--- src/rtl/riscv_mem_pkg.sv ---
// Shared encodings for the unified instruction/data memory port arbiter.
package riscv_mem_pkg;

    typedef enum logic [1:0] {
        ST_IDLE  = 2'd0,
        ST_ISSUE = 2'd1,
        ST_WAIT  = 2'd2,
        ST_RESP  = 2'd3
    } arb_state_e;

    typedef enum logic {
        OWN_FETCH = 1'b0,
        OWN_DATA  = 1'b1
    } owner_e;

    localparam int unsigned DEF_ADDR_W = 32;
    localparam int unsigned DEF_DATA_W = 32;

endpackage

--- src/rtl/mem_port_arbiter.sv ---
// Arbitrates fetch (read-only) and data (read/write) requesters onto one
// fixed-latency single-ported memory, one transaction at a time.
module mem_port_arbiter
    import riscv_mem_pkg::*;
#(
    parameter int unsigned ADDR_W     = DEF_ADDR_W,
    parameter int unsigned DATA_W     = DEF_DATA_W,
    parameter int unsigned MEM_LAT    = 2,
    parameter int unsigned STARVE_MAX = 4
) (
    input  logic              clk,
    input  logic              reset,
    input  logic              fetch_req,
    input  logic [ADDR_W-1:0] fetch_addr,
    output logic              fetch_gnt,
    output logic              fetch_rvalid,
    output logic [DATA_W-1:0] fetch_rdata,
    input  logic              data_req,
    input  logic              data_we,
    input  logic [ADDR_W-1:0] data_addr,
    input  logic [DATA_W-1:0] data_wdata,
    output logic              data_gnt,
    output logic              data_rvalid,
    output logic [DATA_W-1:0] data_rdata,
    output logic              mem_en,
    output logic              mem_we,
    output logic [ADDR_W-1:0] mem_addr,
    output logic [DATA_W-1:0] mem_wdata,
    input  logic [DATA_W-1:0] mem_rdata,
    output logic              busy
);

    localparam int unsigned CNT_W = $clog2(MEM_LAT + 1);
    localparam int unsigned SC_W  = $clog2(STARVE_MAX + 1);

    arb_state_e        state_q, state_d;
    owner_e            owner_q, owner_d;
    logic              we_q, we_d;
    logic [CNT_W-1:0]  cnt_q, cnt_d;
    logic [SC_W-1:0]   starve_cnt_q, starve_cnt_d;
    logic              mem_en_q, mem_en_d;
    logic              mem_we_q, mem_we_d;
    logic [ADDR_W-1:0] mem_addr_q, mem_addr_d;
    logic [DATA_W-1:0] mem_wdata_q, mem_wdata_d;
    logic              fetch_gnt_s, data_gnt_s;

    // State and datapath registers
    always_ff @(posedge clk) begin
        if (reset) begin
            state_q      <= ST_IDLE;
            owner_q      <= OWN_FETCH;
            we_q         <= 1'b0;
            cnt_q        <= '0;
            starve_cnt_q <= '0;
            mem_en_q     <= 1'b0;
            mem_we_q     <= 1'b0;
            mem_addr_q   <= '0;
            mem_wdata_q  <= '0;
        end else begin
            state_q      <= state_d;
            owner_q      <= owner_d;
            we_q         <= we_d;
            cnt_q        <= cnt_d;
            starve_cnt_q <= starve_cnt_d;
            mem_en_q     <= mem_en_d;
            mem_we_q     <= mem_we_d;
            mem_addr_q   <= mem_addr_d;
            mem_wdata_q  <= mem_wdata_d;
        end
    end

    // Priority picker: data first, fetch once it has lost STARVE_MAX times in a row
    always_comb begin
        fetch_gnt_s = 1'b0;
        data_gnt_s  = 1'b0;
        if (state_q == ST_IDLE && !reset) begin
            if (data_req && fetch_req) begin
                if (starve_cnt_q == SC_W'(STARVE_MAX)) begin
                    fetch_gnt_s = 1'b1;
                end else begin
                    data_gnt_s = 1'b1;
                end
            end else if (data_req) begin
                data_gnt_s = 1'b1;
            end else if (fetch_req) begin
                fetch_gnt_s = 1'b1;
            end else begin
                fetch_gnt_s = 1'b0;
            end
        end else begin
            data_gnt_s = 1'b0;
        end
    end

    // Next-state and transaction latching; mem_* are loaded on grant so they show in ISSUE
    always_comb begin
        state_d      = state_q;
        owner_d      = owner_q;
        we_d         = we_q;
        cnt_d        = cnt_q;
        starve_cnt_d = starve_cnt_q;
        mem_en_d     = 1'b0;
        mem_we_d     = 1'b0;
        mem_addr_d   = mem_addr_q;
        mem_wdata_d  = mem_wdata_q;
        case (state_q)
            ST_IDLE: begin
                if (fetch_gnt_s) begin
                    owner_d      = OWN_FETCH;
                    we_d         = 1'b0;
                    mem_en_d     = 1'b1;
                    mem_addr_d   = fetch_addr;
                    starve_cnt_d = '0;
                    state_d      = ST_ISSUE;
                end else if (data_gnt_s) begin
                    owner_d     = OWN_DATA;
                    we_d        = data_we;
                    mem_en_d    = 1'b1;
                    mem_we_d    = data_we;
                    mem_addr_d  = data_addr;
                    mem_wdata_d = data_wdata;
                    if (!fetch_req) begin
                        starve_cnt_d = '0;
                    end else if (starve_cnt_q != SC_W'(STARVE_MAX)) begin
                        starve_cnt_d = starve_cnt_q + SC_W'(1);
                    end else begin
                        starve_cnt_d = starve_cnt_q;
                    end
                    state_d = ST_ISSUE;
                end else begin
                    state_d = ST_IDLE;
                end
            end
            ST_ISSUE: begin
                cnt_d = CNT_W'(MEM_LAT - 1);
                if (MEM_LAT > 1) begin
                    state_d = ST_WAIT;
                end else begin
                    state_d = ST_RESP;
                end
            end
            ST_WAIT: begin
                cnt_d = cnt_q - CNT_W'(1);
                if (cnt_q <= CNT_W'(1)) begin
                    state_d = ST_RESP;
                end else begin
                    state_d = ST_WAIT;
                end
            end
            ST_RESP: begin
                state_d = ST_IDLE;
            end
            default: begin
                state_d = ST_IDLE;
            end
        endcase
    end

    // Handshake outputs decoded from state; read data passes straight through in RESP
    always_comb begin
        fetch_gnt    = fetch_gnt_s;
        data_gnt     = data_gnt_s;
        busy         = (state_q != ST_IDLE);
        fetch_rvalid = (state_q == ST_RESP) && (owner_q == OWN_FETCH);
        data_rvalid  = (state_q == ST_RESP) && (owner_q == OWN_DATA);
        mem_en       = mem_en_q;
        mem_we       = mem_we_q;
        mem_addr     = mem_addr_q;
        mem_wdata    = mem_wdata_q;
        if (fetch_rvalid) begin
            fetch_rdata = mem_rdata;
        end else begin
            fetch_rdata = '0;
        end
        if (data_rvalid && !we_q) begin
            data_rdata = mem_rdata;
        end else begin
            data_rdata = '0;
        end
    end

endmodule

--- config.mk ---
export PLATFORM = sky130hd
export DESIGN_NAME = mem_port_arbiter
export DESIGN_NICKNAME = d
export VERILOG_FILES = /design/src/rtl/riscv_mem_pkg.sv /design/src/rtl/mem_port_arbiter.sv
export SDC_FILE = /design/constraint.sdc
export NUM_CORES = 1
export LEC_CHECK = 0
export ABC_AREA = 0
export CORE_UTILIZATION = 25
export CTS_BUF_LIST = sky130_fd_sc_hd__clkbuf_16
export DETAILED_ROUTE_END_ITERATION = 8
export PLACE_DENSITY = 0.64
export SLEW_MARGIN = 20
export SYNTH_ARGS = -nofsm -noshare
export SYNTH_HDL_FRONTEND = slang
export SYNTH_SLANG_ARGS = --single-unit
--- constraint.sdc ---
create_clock -name clk -period 2.1 [get_ports clk]
set_input_delay 0.63 -clock clk [delete_from_list [all_inputs] [get_ports clk]]
set_output_delay 0.63 -clock clk [all_outputs]
set_load 0.02 [all_outputs]
==> results.txt <==
- The run finished, with violations left.
- The checks that failed: design-rule violations, negative setup slack.
- In the routed design, unresolved DRC markers number 23.
- Number of enable flip-flop cells after synthesis: 0
- Kind of critical path: reg -> out
* Slew HR: 72.4%
- The tree is rooted in a clkbuf_16.
- The later pin in the worst-skew pair is clocked with a latency of 0.33 ns.
- In this run, synthesis produced a sequential element count of 75.
* Critical Path Sink Type: primary output
- Sequential cell area: 1510 sq um
* First-iteration detailed-routing DRC count: 278
- Number of H-tree levels: 3
- In this run the core area contains 44 standard-cell rows.
* Number of endpoints with negative hold slack in the final report: 0
- Data arrives at the worst endpoint at 1.65 ns.
- Along the worst hold path, the cell count comes to 2.
* HPWL after detailed placement: 11,700 um
* Overall power of the completed layout: 4.64 mW
* Dominant register cell in the synthesized netlist: dfxtp_1
- Worst slew pin tran: 0.415 ns
- For this design the static power due to leakage is 2.97 nW.
* Via count of the first global-routing pass: 4,793
* Share of post-route cells with drive strength above 1: 29.0%
- The final max-slew violation count is 0.
- Final GP Congestion: 0.790
* Crit-path max FO: 8
- Setup TNS: -9.17 ns
- Total routed wirelength: 16,800 um
* Share of synthesized flip-flops with an asynchronous set or reset: 0%
* Worst reg2reg path startpoint: state_q[1]$_SDFF_PP0_
* Synth top area share: 39.5%
* Count of buffers from port buffering: 267
* Die Span X: 125 um
* Top cells by instance count after synthesis: dfxtp_1, a21oi_1, o21ai_0, and2_1, nand3_1
- By area the synthesized netlist is led by dfxtp_1, and2_1, a21oi_1.
- Setup violations remaining at the end of the flow were counted as 66.
* Worst Hold Path EP: cnt_q[1]$_SDFFE_PP0P_
- Counting along the longest clock path gives a buffer depth of 2.
* Largest area contributor in the netlist: dfxtp_1
- The finished layout holds 948 standard cells, fillers aside.
- For the finished layout, the period the worst path requires is 2.28 ns.
- Worst-case setup margin in the final layout: -0.182 ns
* Clock Skew: 0.00836 ns
- Die Footprint: 15,700 sq um
- The worst register-to-register path ends at mem_addr[2]$_SDFFE_PP0P_.
- The total overflow left after global routing is 0.
- Total routing usage reported by global routing: 21.0%
- Of the synthesized area, sequential elements account for 39.5%.
* Number of top-level pins: 268
- For this configuration, the core starts out at a cell density of 25.9%.
* Setup crit start kind: flip-flop
- After clock tree synthesis, the clock-pin slew on the worst setup and hold paths is 0.06 ns.
- In the post-synthesis netlist, the cell with the most instances is dfxtp_1.
* Post-DR wirelength/cell: 17.7 um
* Number of clock sinks seen by CTS: 75
* Antenna violations before repair: 5
- Dividing the synthesized area by the synthesized cell count gives 7.99 sq um.
- Worst Reg2Reg Path Length in Cells: 10
- TritonCTS built the clock tree.
* Maximum vdd ir drop: 0.290 mV
- The netlist uses 29 different library cells.
- Worst-case setup slack after placement: -0.540 ns
* Nets: 894
* Vias: 4,835
- Using the TritonRoute via totals, the vias-per-cell ratio works out to 5.10.
- Core Area: 14,700 sq um
* Number of fill cells in the layout: 1,316
* Syn Inst Count: 476
- Power density over the cells: 596 nW/um^2
- Share of the clock period used by the worst path: 109%
- Across the run, the number of max-cap violations was 0.
- Crit path required time: 1.47 ns
* Cell Count Post-Placement: 906
- Vertical die dimension: 125 um
* Setup repair after global routing missed its margin: true
* Hold path startpoint: cnt_q[1]$_SDFFE_PP0P_
- Reg2Reg Setup Slack: 0.15 ns
* Nets in the synthesized netlist: 616
- From synthesis to final layout, the design area changed by 105%.
* Largest net degree at the start of global routing: 43
* Number of CTS-inserted buffers: 9
- Derived from the worst setup path, the maximum achievable clock frequency is 438 MHz.
- The first global-routing pass estimated 26,000 um of wire.
* Min Hold Slack: 0.473 ns
- The count of nets left with antenna violations once routing finished came out at 0.
- The min-delay analysis places its worst path in the category reg -> reg.
- In the final layout, the multi-input gates occupy 2240 sq um.
- Mapped Area: 3800 sq um
- For this run, the number of Yosys warnings is 0.
- TritonRoute pass-1 iters: 7
[report_power, final]
part / total (mW) / switching [mW] / internal [mW]
clock network: 1.67 / 0.625 / 1.05
logic: 1.34 / 0.639 / 0.702
registers: 1.63 / 0.0708 / 1.55
[critical path, cell delays in order, from the launching register on]
cell and delay, ns:
dfxtp_2 0.35, ha_4 0.14, and2_4 0.13, nor2b_4 0.18
buf_6 0.15, buf_12 0.13, and2_4 0.14, buf_6 0.11
[state kept, by name, summed over array words and instances (netlist names)]
| signal | cells |
|---|---|
| mem_wdata | 32 |
| we_q | 1 |
| mem_we | 1 |
| mem_en | 1 |
| starve_cnt_q | 3 |
| owner_q | 1 |
| mem_addr | 32 |
| cnt_q | 2 |
| state_q | 2 |
[cell families after synthesis]
| group | after synthesis | share of synthesized area (%) |
|---|---|---|
| AOI/OAI and AO/OA | 175 | 26.7 |
| adders and majority gates | 7 | 2.30 |
| buffers and inverters | 64 | 7.43 |
| DFF | 75 | 39.5 |
| and+or+nand+nor | 155 | 24.1 |
[through the flow]
stage,cell area (sq um),util [%]
floorplan,3800,-
finish,7780,52.9
global placement,6810,46.3
global route,7780,52.9
detailed placement,6810,46.3
CTS,7730,52.6
[how the worst max path moves through the flow]
stage                          start  cells after the start             end  slack (ns)
4_1_cts        state_q[1]$_SDFF_PP0_                      7  data_rdata[17]       -0.19
6_report       state_q[0]$_SDFF_PP0_                      7  data_rdata[25]       -0.18
5_1_grt        state_q[0]$_SDFF_PP0_                      7  data_rdata[25]       -0.25
3_5_place_dp               fetch_req                      4        data_gnt       -0.54
2_1_floorplan  state_q[1]$_SDFF_PP0_                      5  data_rdata[10]        0.03
3_3_place_gp               fetch_req                      4        data_gnt       -0.54
[per-layer routing]
layer / global-route usage, % / wire length [um]
met3: 6.08 / 1360
met4: 8.61 / 308
met5: 0 / 0
met2: 40.1 / 9160
met1: 21.2 / 5970
[what timing repair did]
item,CTS,global route
buffers inserted,12,4
setup endpoints to repair,91,87
resized for setup,492,8
hold buffers,0,0
gates cloned,7,0
pin swaps,61,4
[final cells by class]
cell class | count | area share [%]
diodes | 5 | 0.161
clock buffers | 9 | 2.89
clock inverters | 7 | 1.27
inverters | 9 | 0.466
multi-input cells | 337 | 28.8
flip-flops and latches | 75 | 19.4
well taps | 184 | 2.96
repair buffers | 322 | 44.1
[cells in the final DEF, fill, tap and decap left out, types with 2 or more instances in the layout]
master / instances
clkdlybuf4s50_1: 195
dfxtp_1: 71
buf_6: 71
a21oi_1: 69
o21ai_0: 68
and2_4: 65
nand3_1: 37
buf_4: 35
nand4_1: 34
a311oi_1: 32
clkbuf_16: 9
buf_12: 9
inv_1: 8
buf_16: 7
diode_2: 5
ha_1: 5
dfxtp_2: 4
nor2_1: 3
nand3b_1: 2
nor2_2: 2
nor2b_4: 2
nand2b_1: 2
ha_4: 2
bufinv_16: 2
inv_6: 2
dlygate4sd2_1: 2
Note: power is estimated with default switching activity, not from simulation.
